<file path="src/rtl/act_fn_pipe.sv">
// rtl/act_fn_pipe.sv - three-stage fixed-point activation unit (sigmoid, sigmoid', tanh, bypass)
// with valid/ready backpressure, a sideband tag and a saturation flag.
module act_fn_pipe #(
  parameter int W     = 32,
  parameter int FRAC  = 16,
  parameter int TAG_W = 8
) (
  input  logic             clk,
  input  logic             rst_n,
  input  logic             in_valid,
  output logic             in_ready,
  input  logic [W-1:0]     in_data,
  input  logic [1:0]       in_mode,
  input  logic [TAG_W-1:0] in_tag,
  output logic             out_valid,
  input  logic             out_ready,
  output logic [W-1:0]     out_data,
  output logic [TAG_W-1:0] out_tag,
  output logic             out_sat
);

  localparam logic [W-1:0] C_ONE   = W'(1)  << FRAC;
  localparam logic [W-1:0] C_FIVE  = W'(5)  << FRAC;
  localparam logic [W-1:0] C_2P375 = W'(19) << (FRAC - 3);
  localparam logic [W-1:0] C_0P843 = W'(27) << (FRAC - 5);
  localparam logic [W-1:0] C_0P625 = W'(5)  << (FRAC - 3);
  localparam logic [W-1:0] C_HALF  = W'(1)  << (FRAC - 1);
  localparam logic [W-1:0] C_MAXP  = {1'b0, {(W-1){1'b1}}};

  localparam logic [1:0] M_SIG   = 2'd0;
  localparam logic [1:0] M_DERIV = 2'd1;
  localparam logic [1:0] M_TANH  = 2'd2;

  logic             r1_valid, r2_valid, r3_valid;
  logic             r1_neg;
  logic [W-1:0]     r1_a, r1_x, r2_s, r2_x, r3_data;
  logic [1:0]       r1_seg, r1_mode, r2_mode;
  logic [TAG_W-1:0] r1_tag, r2_tag, r3_tag;
  logic             r2_sat, r3_sat;

  logic             w_rdy1, w_rdy2, w_rdy3;
  logic             w_neg;
  logic [W-1:0]     w_abs, w_abs_sat, w_mag;
  logic [1:0]       w_seg;
  logic [W-1:0]     w_p, w_s, w_comp, w_deriv, w_tanh, w_res;
  logic [2*W-1:0]   w_prod;
  logic             w_sat3;

  // Each stage accepts when it is empty or its contents move on this edge.
  assign w_rdy3   = !r3_valid || out_ready;
  assign w_rdy2   = !r2_valid || w_rdy3;
  assign w_rdy1   = !r1_valid || w_rdy2;
  assign in_ready = w_rdy1;

  assign out_valid = r3_valid;
  assign out_data  = r3_data;
  assign out_tag   = r3_tag;
  assign out_sat   = r3_sat;

  // Stage 1: saturating magnitude (doubled for tanh) and segment choice.
  assign w_neg     = in_data[W-1];
  assign w_abs     = w_neg ? (W'(0) - in_data) : in_data;
  assign w_abs_sat = w_abs[W-1] ? C_MAXP : w_abs;
  assign w_mag     = (in_mode == M_TANH)
                   ? (w_abs_sat[W-2] ? C_MAXP : {w_abs_sat[W-2:0], 1'b0})
                   : w_abs_sat;

  always_comb begin
    w_seg = 2'd0;
    if (w_mag >= C_FIVE)       w_seg = 2'd3;
    else if (w_mag >= C_2P375) w_seg = 2'd2;
    else if (w_mag >= C_ONE)   w_seg = 2'd1;
  end

  // Stage 2: piecewise-linear sigmoid of the magnitude, mirrored for negatives.
  always_comb begin
    w_p = C_ONE;
    case (r1_seg)
      2'd2:    w_p = (r1_a >> 5) + C_0P843;
      2'd1:    w_p = (r1_a >> 3) + C_0P625;
      2'd0:    w_p = (r1_a >> 2) + C_HALF;
      default: w_p = C_ONE;
    endcase
  end
  assign w_s = r1_neg ? (C_ONE - w_p) : w_p;

  // Stage 3: mode mapping; s is always within [0, 1.0] here.
  assign w_comp  = C_ONE - r2_s;
  assign w_prod  = {{W{1'b0}}, r2_s} * {{W{1'b0}}, w_comp};
  assign w_deriv = W'(w_prod >> FRAC);
  assign w_tanh  = {r2_s[W-2:0], 1'b0} - C_ONE;

  always_comb begin
    w_res  = r2_x;
    w_sat3 = r2_sat;
    case (r2_mode)
      M_SIG:   w_res = (r2_s == '0) ? W'(1) : r2_s;
      M_DERIV: w_res = w_deriv;
      M_TANH:  w_res = w_tanh;
      default: begin
        w_res  = r2_x;
        w_sat3 = 1'b0;
      end
    endcase
  end

  always_ff @(posedge clk or negedge rst_n) begin
    if (!rst_n) begin
      r1_valid <= 1'b0;
      r1_neg   <= 1'b0;
      r1_a     <= '0;
      r1_x     <= '0;
      r1_seg   <= '0;
      r1_mode  <= '0;
      r1_tag   <= '0;
      r2_valid <= 1'b0;
      r2_s     <= '0;
      r2_x     <= '0;
      r2_mode  <= '0;
      r2_tag   <= '0;
      r2_sat   <= 1'b0;
      r3_valid <= 1'b0;
      r3_data  <= '0;
      r3_tag   <= '0;
      r3_sat   <= 1'b0;
    end else begin
      if (w_rdy1) begin
        r1_valid <= in_valid;
        if (in_valid) begin
          r1_neg  <= w_neg;
          r1_a    <= w_mag;
          r1_x    <= in_data;
          r1_seg  <= w_seg;
          r1_mode <= in_mode;
          r1_tag  <= in_tag;
        end
      end
      if (w_rdy2) begin
        r2_valid <= r1_valid;
        if (r1_valid) begin
          r2_s    <= w_s;
          r2_x    <= r1_x;
          r2_mode <= r1_mode;
          r2_tag  <= r1_tag;
          r2_sat  <= (r1_seg == 2'd3);
        end
      end
      if (w_rdy3) begin
        r3_valid <= r2_valid;
        if (r2_valid) begin
          r3_data <= w_res;
          r3_tag  <= r2_tag;
          r3_sat  <= w_sat3;
        end
      end
    end
  end

endmodule

</file>
<file path="config.mk">
export PLATFORM = sky130hd
export DESIGN_NAME = act_fn_pipe
export DESIGN_NICKNAME = d
export VERILOG_FILES = /design/src/rtl/act_fn_pipe.sv
export SDC_FILE = /design/constraint.sdc
export NUM_CORES = 2
export LEC_CHECK = 0
export ABC_AREA = 1
export CAP_MARGIN = 20
export CELL_PAD_IN_SITES_DETAIL_PLACEMENT = 0
export CELL_PAD_IN_SITES_GLOBAL_PLACEMENT = 2
export CORE_ASPECT_RATIO = 1.1
export CORE_UTILIZATION = 42
export CTS_CLUSTER_SIZE = 30
export DETAILED_ROUTE_END_ITERATION = 7
export MAX_ROUTING_LAYER = met4
export PLACE_DENSITY = 0.9
export SLEW_MARGIN = 40
export SYNTH_ARGS = -nofsm -noshare
export SYNTH_HDL_FRONTEND = slang
export SYNTH_SLANG_ARGS = --single-unit
</file>
<file path="constraint.sdc">
create_clock -name clk -period 20.9 [get_ports clk]
set_input_delay 6.27 -clock clk [delete_from_list [all_inputs] [get_ports clk]]
set_output_delay 6.27 -clock clk [all_outputs]
set_load 0.1 [all_outputs]
</file>
==> results.md <==
- Most numerous cell in the Yosys netlist: nand2_1
- Post-synthesis sequential area ratio: 0.1201
- Mux cell area share after synthesis: 0
- CTS Hold Buffers Added: 0
- GRT Resource Usage Total: 0.3072
- Yosys Warn Count: 0
- RSZ-0062 raised after global routing: false
- Synth Instances: 5252
- Post-synthesis async set-or-reset flop share: 1.000
- Cell row count: 118
- Slew Limit Fails: 0
- Pin count of the biggest net entering global routing: 86
- Vias in the first global route: 35372
- Post-Route WL: 138800 microns
- Post-Synth Adder-Cell Area: 0.4541
- Worst path bufs/invs: 3
- Worst Skew: 16.18 ps
- Status: complete, no violations
- Max transition margin: 0.4021
- Detailed Routing Iterations Pass 1: 7
- Startpoint types: input port
- Bufs on Longest Clock Path: 2
- # resized after CTS: 0
- Cell repeated most along the worst path: nand2_1
- Ratio of cells with drive above 1 in the final layout: 0.04171
- Post-CTS Setup Bufs: 0
- Slowest stage delay, CP: 480 ps
- Min cycle time layout: 13840 ps
- Xor/xnor cell area share of the yosys netlist: 0.01204
- Fmax: 72.26 MHz
- Die area: 96480 sq um
- Multi-input gate area: 29780 sq um
- Post-synthesis cell type count: 51
- CTS tree: built
- Worst Setup End Kind: output port
- Num ports: 89
- # DRC: 0
- Commonest cells post-synth: nand2_1 (1276), inv_1 (1157), fa_1 (778)
- Worst path cell trace: clkdlybuf4s50_1 > inv_1 > nand2_1 > nor2_1 > nand2_1 > buf_2
- Starting Density: 0.4247
- GP Congestion: 0.9563
- Most used DFF post-synth: dfrtp_1
- Fillers: 9909
- WP data arrival: 7570 ps
- Slowest-stage cell, CP: clkdlybuf4s50_1
- Top cells by area, synth: fa_1 (39%), dfrtp_1 (12%), nand2_1 (12%)
- H-tree Lvls: 4
- Worst-Margin Slew: 895.9 ps
- Final Setup Violations: 0
- Grt total ovfl: 0
- Area Growth Syn to Fin: 6.149%
- Clk slew on worst S/H paths: 80 ps
- FF+latch area: 4807 sq um
- Post-synthesis register bit count: 192
- Initial antenna violation count: 1
- Die Ht: 325.7 microns
- Final ANT Viol Nets: 0
- Part of the cycle the worst path needs: 0.6622
- Synth top area share: 0.3894
- First DRT Iteration DRCs: 2537
- First-pass GRT wire length: 214800 microns
- Crit path max fanout: 3
- Syn Nets: 6283
- Hpwl dp: 110200 microns
- Clock latency at the later pin of the worst-skew pair: 450 ps
- Sink Count: 192
- Nets@finish: 6220
- Vias per inst: 5.274
- Min-Delay Path Class: register to register
- Area leader, netlist: fa_1
- Delay-heaviest family, CP: buffers and inverters
- Clk root buf: clkbuf_16
- Setup TNS: 0 ps
- Number of synthesized flops with an enable pin: 0
- Fin. Hold Viols: 0
- Avg Inst Size Synth: 7.616 sq um
- DR vias: 34078
- Main combinational cell family by area after synthesis: adder cells
- Ant diodes: 0
- Crit path kind: input port to output port
- Port Buf Inserts: 88
- WL per Instance: 21.49 microns
- Compound-Gate Fraction of Synth Area: 0.07247
- Chip Width: 296.3 microns
- Core Region: 94200 sq um
- CTS Buf Count: 17
- WP data required: 14630 ps
- Mapped cell area: 40000 sq um
- Synth Area in Simple Gates: 0.2056
- Max Cap Viol: 0
## flip-flops by register name, summed over array words and instances (netlist names), 2 cells and up
signal	flops
out_data	32
out_tag	8
r1_a	29
r1_mode	2
r1_seg	2
r1_tag	8
r1_x	31
r2_mode	2
r2_s	32
r2_tag	8
r2_x	32
## metrics by stage
stage / worst slack [ps] / hold slack (ps) / cell area (sq um) / utilization / std cells
floorplan: 7517 / 442.2 / 40000 / - / 5252
global placement: 6350 / 451.4 / 42060 / 0.4465 / 6430
detailed placement: 7055 / 452.2 / 41850 / 0.4443 / 6430
CTS: 7045 / 460.7 / 42450 / 0.4507 / 6462
global route: 6971 / 483.9 / 42460 / 0.4508 / 6462
finish: 7061 / 462.2 / 42460 / 0.4508 / 6462
## layout by cell type, fill, tap and decap left out, drive strengths merged, types with 2 or more instances in the layout
cell           count
o221ai             4
nand3b            10
clkbuf            19
nor3              32
clkdlybuf4s50     44
o21bai             5
inv             1181
and3               2
nand3            140
o41ai              2
ha               207
o31ai              5
a21oi            150
xor2              37
nor4              10
clkinvlp           2
o22ai             22
nand2           1283
dfrtp            192
a21o               3
xnor2             18
clkinv            28
or2                6
fa               778
o211ai            22
nor2             564
a22oi              8
o21a               6
a211oi             4
a21boi             6
a31oi             14
a221oi            12
buf              112
o21ai            252
nand4             18
## cells by family (layout without fill, tap and decap cells)
group           count (synthesis)  after routing
xor+xnor                       55             55
compound gates                519            519
buf+inv                      1436           1386
fa+ha+maj                     985            985
flops                         192            192
simple gates                 2065           2065
## worst min-delay path, delay by kind of cell (launching register included)
family	cells	cell delay, ps
AND/OR/NAND/NOR	2	100
flip-flops	1	350
## layer usage
layer	GRT usage	up-vias	wire length, microns	share of wire
li1	-	15379	-	-
met1	0.3876	17137	55690	0.40
met2	0.5029	1258	67200	0.48
met3	0.02593	304	8224	0.059
met4	0.1349	0	7732	0.056
met5	-	-	0	0
## final timing paths
| path | from | to | slack (ps) | depth (start not counted) |
|---|---|---|---|---|
| setup / recovery | out_ready | in_ready | 7060 | 6 |
| hold / removal | r1_x[25]$_DFFE_PN0P_ | r2_x[25]$_DFFE_PN0P_ | 460 | 2 |
| min in group asynchronous | rst_n | r2_s[22]$_DFFE_PN0P_ | 5800 | 1 |
| max in group asynchronous | rst_n | out_data[10]$_DFFE_PN0P_ | 14060 | 2 |
| hold reg to reg | r1_x[25]$_DFFE_PN0P_ | r2_x[25]$_DFFE_PN0P_ | 460 | 2 |
| setup reg to reg | r2_s[7]$_DFFE_PN0P_ | out_data[16]$_DFFE_PN0P_ | 9970 | 36 |
## area by class of cell
cell class	instances	area share
Tap cell	1260	0.03713
Inverter	1197	0.1059
Clock inverter	14	0.003831
Sequential cell	192	0.1132
Multi-Input combinational cell	3624	0.7014
Clock buffer	18	0.01034
Timing Repair Buffer	157	0.02823
Power is left out: the tool's default activity adds up to more than one toggle a clock period on the data nets, which glitch-free logic cannot reach.
